`config.mk`:
```
export PLATFORM = sky130hd
export DESIGN_NAME = vga_pixel_sched_flat
export DESIGN_NICKNAME = d
export VERILOG_FILES = /design/src/rtl/vga_pixel_sched_if.sv /design/src/rtl/vga_pixel_sched.sv /design/src/flat_wrapper.sv
export SDC_FILE = /design/constraint.sdc
export NUM_CORES = 1
export LEC_CHECK = 0
export ABC_CLOCK_PERIOD_IN_PS = 2800
export CORE_ASPECT_RATIO = 0.6
export CORE_MARGIN = 8
export CORE_UTILIZATION = 25
export DETAILED_ROUTE_END_ITERATION = 6
export PLACE_DENSITY = 0.54
export SLEW_MARGIN = 20
export SYNTH_ARGS = -nofsm -noshare
export SYNTH_HDL_FRONTEND = slang
export SYNTH_SLANG_ARGS = --single-unit
```
`constraint.sdc`:
```
create_clock -name clk -period 2.8 [get_ports clk]
set_input_delay 0.56 -clock clk [delete_from_list [all_inputs] [get_ports clk]]
set_output_delay 0.56 -clock clk [all_outputs]
set_load 0.01 [all_outputs]
```
`src/rtl/vga_pixel_sched_if.sv`:
```
// Signal bundle between vga_pixel_sched and its PPU, host overlay, config and vga_driver neighbours.
// The scheduler connects through the slave modport; the block driving it uses master.
interface vga_pixel_sched_if;
    // stb/ack handshake: a source holds stb with data valid; a word is consumed in a cycle
    // where its slot is granted, stb=1 and ack was low, and ack is then high for one cycle.
    logic [7:0]  ppu_data;
    logic        ppu_stb;
    logic        ppu_ack;
    logic        ppu_sync;
    logic [2:0]  ppu_mode;
    logic [7:0]  host_data;
    logic        host_stb;
    logic        host_ack;
    logic        cfg_we;
    logic [2:0]  cfg_addr;
    logic [9:0]  cfg_wdata;
    logic [7:0]  pix_data;
    logic        pix_active;
    logic [15:0] underrun_cnt;

    modport slave (
        input  ppu_data, ppu_stb, host_data, host_stb, cfg_we, cfg_addr, cfg_wdata,
        output ppu_ack, ppu_sync, ppu_mode, host_ack, pix_data, pix_active, underrun_cnt
    );

    modport master (
        output ppu_data, ppu_stb, host_data, host_stb, cfg_we, cfg_addr, cfg_wdata,
        input  ppu_ack, ppu_sync, ppu_mode, host_ack, pix_data, pix_active, underrun_cnt
    );
endinterface

```
`src/rtl/vga_pixel_sched.sv`:
```
// Raster-driven pixel scheduler: grants each active slot to the PPU or the host overlay window.
// Optional starvation counter enabled by VGA_PIXEL_SCHED_UNDERRUN_CNT_EN.
module vga_pixel_sched #(
    parameter int H_ACTIVE  = 640,
    parameter int V_ACTIVE  = 480,
    parameter int LINE      = 799,
    parameter int SCREEN    = 524,
    parameter int MODE_HOLD = 64
) (
    input  logic              clk,
    input  logic              rst_n,
    vga_pixel_sched_if.slave  bus
);
    localparam logic [9:0] H_ACT_C  = 10'(H_ACTIVE);
    localparam logic [9:0] V_ACT_C  = 10'(V_ACTIVE);
    localparam logic [9:0] LINE_C   = 10'(LINE);
    localparam logic [9:0] SCREEN_C = 10'(SCREEN);
    localparam int         FW       = (MODE_HOLD > 1) ? $clog2(MODE_HOLD) : 1;
    localparam logic [FW-1:0] HOLD_LAST = FW'(MODE_HOLD - 1);
    localparam logic [2:0] MODE_LAST = 3'd5;

    logic [9:0]    sx_q, sx_d, sy_q, sy_d;
    logic [9:0]    sh_x0_q, sh_x0_d, sh_x1_q, sh_x1_d, sh_y0_q, sh_y0_d, sh_y1_q, sh_y1_d;
    logic [9:0]    win_x0_q, win_x0_d, win_x1_q, win_x1_d, win_y0_q, win_y0_d, win_y1_q, win_y1_d;
    logic          sh_auto_q, sh_auto_d;
    logic [2:0]    sh_force_q, sh_force_d;
    logic [2:0]    mode_q, mode_d;
    logic [FW-1:0] fcnt_q, fcnt_d;
    logic [7:0]    last_q, last_d;
    logic [7:0]    pix_q, pix_d;
    logic          act_q, act_d;
    logic          ppu_ack_q, ppu_ack_d, host_ack_q, host_ack_d, sync_q, sync_d;

    logic          frame_end, in_active, in_win, take_ppu, take_host;
    logic [7:0]    pix_sel;

    always_comb begin
        frame_end = (sx_q == LINE_C) && (sy_q == SCREEN_C);
        in_active = (sx_q < H_ACT_C) && (sy_q < V_ACT_C);
        // Inclusive bounds; x0>x1 or y0>y1 naturally yields an empty window.
        in_win    = (sx_q >= win_x0_q) && (sx_q <= win_x1_q) &&
                    (sy_q >= win_y0_q) && (sy_q <= win_y1_q);
        take_host = in_active && in_win && bus.host_stb && !host_ack_q;
        take_ppu  = in_active && !in_win && bus.ppu_stb && !ppu_ack_q;
        pix_sel   = take_host ? bus.host_data : bus.ppu_data;

        last_d     = (take_host || take_ppu) ? (pix_sel & 8'hFC) : last_q;
        act_d      = in_active;
        ppu_ack_d  = take_ppu;
        host_ack_d = take_host;
        sync_d     = frame_end;
        if (frame_end)      pix_d = 8'h03;
        else if (in_active) pix_d = last_d;
        else                pix_d = 8'h00;

        sx_d = (sx_q == LINE_C) ? 10'd0 : sx_q + 10'd1;
        sy_d = sy_q;
        if (sx_q == LINE_C) sy_d = (sy_q == SCREEN_C) ? 10'd0 : sy_q + 10'd1;

        sh_x0_d = sh_x0_q; sh_x1_d = sh_x1_q; sh_y0_d = sh_y0_q; sh_y1_d = sh_y1_q;
        sh_auto_d = sh_auto_q; sh_force_d = sh_force_q;
        if (bus.cfg_we) begin
            case (bus.cfg_addr)
                3'd0: sh_x0_d = bus.cfg_wdata;
                3'd1: sh_x1_d = bus.cfg_wdata;
                3'd2: sh_y0_d = bus.cfg_wdata;
                3'd3: sh_y1_d = bus.cfg_wdata;
                3'd4: begin
                    sh_auto_d  = bus.cfg_wdata[3];
                    sh_force_d = bus.cfg_wdata[2:0];
                end
                default: ;
            endcase
        end

        win_x0_d = win_x0_q; win_x1_d = win_x1_q; win_y0_d = win_y0_q; win_y1_d = win_y1_q;
        mode_d = mode_q;
        fcnt_d = fcnt_q;
        // Live state only moves at the frame boundary, using the shadow values held before it.
        if (frame_end) begin
            win_x0_d = sh_x0_q; win_x1_d = sh_x1_q; win_y0_d = sh_y0_q; win_y1_d = sh_y1_q;
            if (!sh_auto_q) begin
                mode_d = sh_force_q;
                fcnt_d = '0;
            end else if (mode_q > MODE_LAST) begin
                mode_d = 3'd0;
                fcnt_d = '0;
            end else if (fcnt_q == HOLD_LAST) begin
                fcnt_d = '0;
                mode_d = (mode_q == MODE_LAST) ? 3'd0 : mode_q + 3'd1;
            end else begin
                fcnt_d = fcnt_q + 1'b1;
            end
        end
    end

    always_ff @(posedge clk or negedge rst_n) begin
        if (!rst_n) begin
            sx_q <= '0; sy_q <= '0;
            sh_x0_q <= 10'd1; sh_x1_q <= '0; sh_y0_q <= '0; sh_y1_q <= '0;
            win_x0_q <= 10'd1; win_x1_q <= '0; win_y0_q <= '0; win_y1_q <= '0;
            sh_auto_q <= 1'b1; sh_force_q <= '0;
            mode_q <= '0; fcnt_q <= '0; last_q <= '0; pix_q <= '0; act_q <= 1'b0;
            ppu_ack_q <= 1'b0; host_ack_q <= 1'b0; sync_q <= 1'b0;
        end else begin
            sx_q <= sx_d; sy_q <= sy_d;
            sh_x0_q <= sh_x0_d; sh_x1_q <= sh_x1_d; sh_y0_q <= sh_y0_d; sh_y1_q <= sh_y1_d;
            win_x0_q <= win_x0_d; win_x1_q <= win_x1_d; win_y0_q <= win_y0_d; win_y1_q <= win_y1_d;
            sh_auto_q <= sh_auto_d; sh_force_q <= sh_force_d;
            mode_q <= mode_d; fcnt_q <= fcnt_d; last_q <= last_d; pix_q <= pix_d; act_q <= act_d;
            ppu_ack_q <= ppu_ack_d; host_ack_q <= host_ack_d; sync_q <= sync_d;
        end
    end

    assign bus.pix_data   = pix_q;
    assign bus.pix_active = act_q;
    assign bus.ppu_ack    = ppu_ack_q;
    assign bus.host_ack   = host_ack_q;
    assign bus.ppu_sync   = sync_q;
    assign bus.ppu_mode   = mode_q;

`ifdef VGA_PIXEL_SCHED_UNDERRUN_CNT_EN
    logic [15:0] urun_q, urun_d;
    logic        starved;

    always_comb begin
        starved = in_active && !(take_ppu || take_host);
        urun_d  = urun_q;
        if (starved && (urun_q != 16'hFFFF)) urun_d = urun_q + 16'd1;
    end

    always_ff @(posedge clk or negedge rst_n) begin
        if (!rst_n) urun_q <= '0;
        else        urun_q <= urun_d;
    end

    assign bus.underrun_cnt = urun_q;
`else
    assign bus.underrun_cnt = 16'h0000;
`endif
endmodule

```
`src/flat_wrapper.sv`:
```
// flat-port wrapper written by rule: the top's interface ports become plain ports
module vga_pixel_sched_flat 
#(
    parameter int H_ACTIVE  = 640,
    parameter int V_ACTIVE  = 480,
    parameter int LINE      = 799,
    parameter int SCREEN    = 524,
    parameter int MODE_HOLD = 64
)
  (clk, rst_n, bus_ppu_data, bus_ppu_stb, bus_host_data, bus_host_stb, bus_cfg_we, bus_cfg_addr, bus_cfg_wdata, bus_ppu_ack, bus_ppu_sync, bus_ppu_mode, bus_host_ack, bus_pix_data, bus_pix_active, bus_underrun_cnt);
  vga_pixel_sched_if bus_i ();
  input  logic clk;
  input  logic rst_n;
  input wire logic [$bits(bus_i.ppu_data)-1:0] bus_ppu_data;
  input wire logic [$bits(bus_i.ppu_stb)-1:0] bus_ppu_stb;
  input wire logic [$bits(bus_i.host_data)-1:0] bus_host_data;
  input wire logic [$bits(bus_i.host_stb)-1:0] bus_host_stb;
  input wire logic [$bits(bus_i.cfg_we)-1:0] bus_cfg_we;
  input wire logic [$bits(bus_i.cfg_addr)-1:0] bus_cfg_addr;
  input wire logic [$bits(bus_i.cfg_wdata)-1:0] bus_cfg_wdata;
  output wire logic [$bits(bus_i.ppu_ack)-1:0] bus_ppu_ack;
  output wire logic [$bits(bus_i.ppu_sync)-1:0] bus_ppu_sync;
  output wire logic [$bits(bus_i.ppu_mode)-1:0] bus_ppu_mode;
  output wire logic [$bits(bus_i.host_ack)-1:0] bus_host_ack;
  output wire logic [$bits(bus_i.pix_data)-1:0] bus_pix_data;
  output wire logic [$bits(bus_i.pix_active)-1:0] bus_pix_active;
  output wire logic [$bits(bus_i.underrun_cnt)-1:0] bus_underrun_cnt;
  assign bus_i.ppu_data = bus_ppu_data;
  assign bus_i.ppu_stb = bus_ppu_stb;
  assign bus_i.host_data = bus_host_data;
  assign bus_i.host_stb = bus_host_stb;
  assign bus_i.cfg_we = bus_cfg_we;
  assign bus_i.cfg_addr = bus_cfg_addr;
  assign bus_i.cfg_wdata = bus_cfg_wdata;
  assign bus_ppu_ack = bus_i.ppu_ack;
  assign bus_ppu_sync = bus_i.ppu_sync;
  assign bus_ppu_mode = bus_i.ppu_mode;
  assign bus_host_ack = bus_i.host_ack;
  assign bus_pix_data = bus_i.pix_data;
  assign bus_pix_active = bus_i.pix_active;
  assign bus_underrun_cnt = bus_i.underrun_cnt;
  vga_pixel_sched #(.H_ACTIVE(H_ACTIVE), .V_ACTIVE(V_ACTIVE), .LINE(LINE), .SCREEN(SCREEN), .MODE_HOLD(MODE_HOLD)) u_core (.clk(clk), .rst_n(rst_n), .bus(bus_i));
endmodule
```
==> impl_metrics.json <==
{
  "synth-edff-count": 0,
  "final_nets": 742,
  "tritoncts": "yes",
  "intPower_mw": 3.73,
  "final_area_um2": 7970,
  "clock-sinks": 133,
  "core_area_um2": 25200,
  "post-place-cells": 974,
  "clock_latency_ps": 420,
  "syn_avg_cell_area_um2": 10.8,
  "pwr-share-comb_pct": 7.4,
  "fin_tns_setup_ps": 0,
  "fmax_mhz": 378,
  "cts_buffers": 17,
  "worstPathCellList": "inv_1, ha_1, a21oi_1, o21ai_0, nand2b_2, a31oi_1, or4b_1, buf_4, o22a_2, o211a_1",
  "clock-root-buffer": "clkbuf_16",
  "rsz0062_at_grt": "no",
  "yosysUniqueCellTypes": 57,
  "hold_viol": 0,
  "switching_share_pct": 23.0,
  "synthArstFlopShare_pct": 100,
  "cp_num_buf_inv": 2,
  "synth_flop_cell": "dfrtp_1",
  "num-fill-cells": 2566,
  "routed_wl_um": 14700,
  "drt-wirelength-per-cell_um": 14.6,
  "synth_area_leaders": "dfrtp_1 51%, ha_1 8.6%, mux2_2 7.6%",
  "instances_no_fill": 1007,
  "initial_core_util_pct": 25.4,
  "vdd_drop_max_uv": 306,
  "hold_class": "input port to asynchronous set/reset pin",
  "status": "completed",
  "clkTransAtPathRegs_ps": 60,
  "crit_slowest_cell": "or4b_1",
  "layout_commonest_cell": "dfrtp_1",
  "clock_skew_ps": 10.6,
  "drtAntennaViolNets": 0,
  "grt_pass1_vias": 4410,
  "drc_errors": 0,
  "dpl-instance-area_um2": 7340,
  "switchingPower_mw": 1.12,
  "fp.dieW_um": 222,
  "clkPwrFrac_pct": 48.0,
  "critical_path_class": "flop to flop",
  "timing.final.ws_setup_ps": 154,
  "pre_cts_ws_ps": 116,
  "final-max-slew-violation-count": 0,
  "netlist_instances": 590,
  "port-buffer-count": 44,
  "place.gp.congestion": 0.755,
  "die_area_um2": 31100,
  "synth_area_leader_cell": "dfrtp_1",
  "ys_seq_elements": 133,
  "ioPinCount": 65,
  "setup_viol": 0,
  "vias_per_cell": 4.35,
  "power_frac_seq_pct": 44.6,
  "drive_gt1_share_pct": 17.7,
  "crit_path_start_kind": "flop",
  "grt_pass1_wl_um": 24600,
  "grt_usage_pct": 10.0,
  "worstMarginPinSlew_ps": 740,
  "cp.arrival_ps": 2940,
  "final_util_pct": 31.6,
  "fp.dieH_um": 140,
  "cts_buffer_depth": 2,
  "h-tree-depth": 4,
  "antenna_found_initial": 0,
  "overflow": 0,
  "drt-initial-drc-count": 223,
  "cpPeakStageDelay_ps": 560,
  "post-cts-setup-buffers": 0,
  "power_leakage_nw": 3.53,
  "rrSetupSlack_ps": 150,
  "drv_cap": 0,
  "multi_input_area_um2": 2760,
  "layout_common_cells": "130 x dfrtp_1, 75 x nand2_1, 58 x o21ai_0",
  "syn_to_final_growth_pct": 24.6,
  "grt_max_degree": 76,
  "slew_headroom_pct": 50.7,
  "power_density_nw_per_um2": 609,
  "rows": 45,
  "yosysTopAreaCellShare_pct": 50.9,
  "cp_top_family": "compound AO/OA/AOI/OAI gates",
  "crit_required_ps": 3100,
  "drt_first_pass_iters": 4,
  "netlist_area_um2": 6390,
  "seq_area_um2": 3330,
  "via_count": 4381,
  "hold_slack_ps": 142,
  "ys_warn_count": 0,
  "yosysSeqAreaShare_pct": 52.1,
  "crit_path_end_kind": "flop",
  "cp_max_fo": 9,
  "hpwl_um": 10700,
  "period_minus_slack_ps": 2650,
  "p_total_mw": 4.85,
  "post-route-period-util_pct": 94.5
}
-- routing by layer --
layer | vias to the layer above | GRT usage [%] | routed length (µm)
met5 | - | 0 | 0
met4 | 0 | 2.94 | 131
met3 | 10 | 3.04 | 467
met2 | 50 | 13.3 | 6010
met1 | 2139 | 15.1 | 8090
li1 | 2182 | - | -
-- power groups by stage --
stage	combinational [mW]	sequential, mW	clock [mW]
3_5_place_dp	0.366	2.20	0
5_1_grt	0.402	2.19	2.47
6_report	0.360	2.17	2.33
3_3_place_gp	0.360	2.20	0
4_1_cts	0.367	2.17	2.40
2_1_floorplan	0.219	2.19	0
-- cell usage after synthesis (all sizes together) (3+ instances only) --
cell type,n
dfstp,3
dfrtp,130
o211a,7
buf,24
a21o,9
ha,44
and4,3
and3,8
xor2,3
or3,3
a21oi,18
mux2,43
nand2,76
a31oi,4
nor3,11
xnor2,7
nand4,4
nand3,20
nor2,14
o21a,7
o21ai,60
inv,48
nor2b,3
o22a,6
clkbuf,7
-- kinds of logic after synthesis --
group,share of synthesized area (%)
AND/OR/NAND/NOR,12.0
flip-flops,52.1
AO/OA/AOI/OAI,12.5
buffers and inverters,5.87
adder cells (fa/ha/maj),8.61
multiplexers,7.57
XOR/XNOR,1.37
other,0.0586
-- path summary, 6_finish.rpt --
check	from	to	depth (start not counted)
max	u_core.win_y1_q[5]$_DFFE_PN0P_	u_core.bus.pix_data[5]$_DFF_PN0_	10
min	rst_n	u_core.win_y0_q[7]$_DFFE_PN0P_	1
max reg2reg	u_core.win_y1_q[5]$_DFFE_PN0P_	u_core.bus.pix_data[5]$_DFF_PN0_	10
min reg2reg	u_core.sh_x0_q[0]$_DFFE_PN1P_	u_core.win_x0_q[0]$_DFFE_PN1P_	2
max in group asynchronous	rst_n	u_core.bus.pix_data[6]$_DFF_PN0_	2
min in group clk	u_core.sh_x0_q[0]$_DFFE_PN1P_	u_core.win_x0_q[0]$_DFFE_PN1P_	2
-- layout make-up --
type,count,area share (%)
inverter,48,2.26
multi-input combinational,393,34.6
clock buffer,20,5.61
tap,329,5.17
antenna,1,0.0314
sequential,133,41.8
clock inverter,12,2.10
timing repair buffer,71,8.40
-- state kept, by name (all words and copies together) (netlist names) --
signal and cells:
u_core.sh_x0_q 10, u_core.sh_x1_q 10, u_core.sh_y0_q 10, u_core.sh_y1_q 10, u_core.sx_q 10, u_core.sy_q 10, u_core.win_x0_q 10, u_core.win_x1_q 10
u_core.win_y0_q 10, u_core.win_y1_q 10, u_core.bus.pix_data 8, u_core.last_q 8, u_core.fcnt_q 6, u_core.bus.ppu_mode 3, u_core.sh_force_q 3, u_core.bus.host_ack 1
u_core.bus.pix_active 1, u_core.bus.ppu_ack 1, u_core.bus.ppu_sync 1, u_core.sh_auto_q 1
-- timing repair --
| action | CTS | global route |
|---|---|---|
| setup endpoints to repair | 0 | 7 |
| hold buffers | 0 | 0 |
| gates resized for setup | 0 | 1 |
No activity file was read; power rests on OpenSTA's default activity.
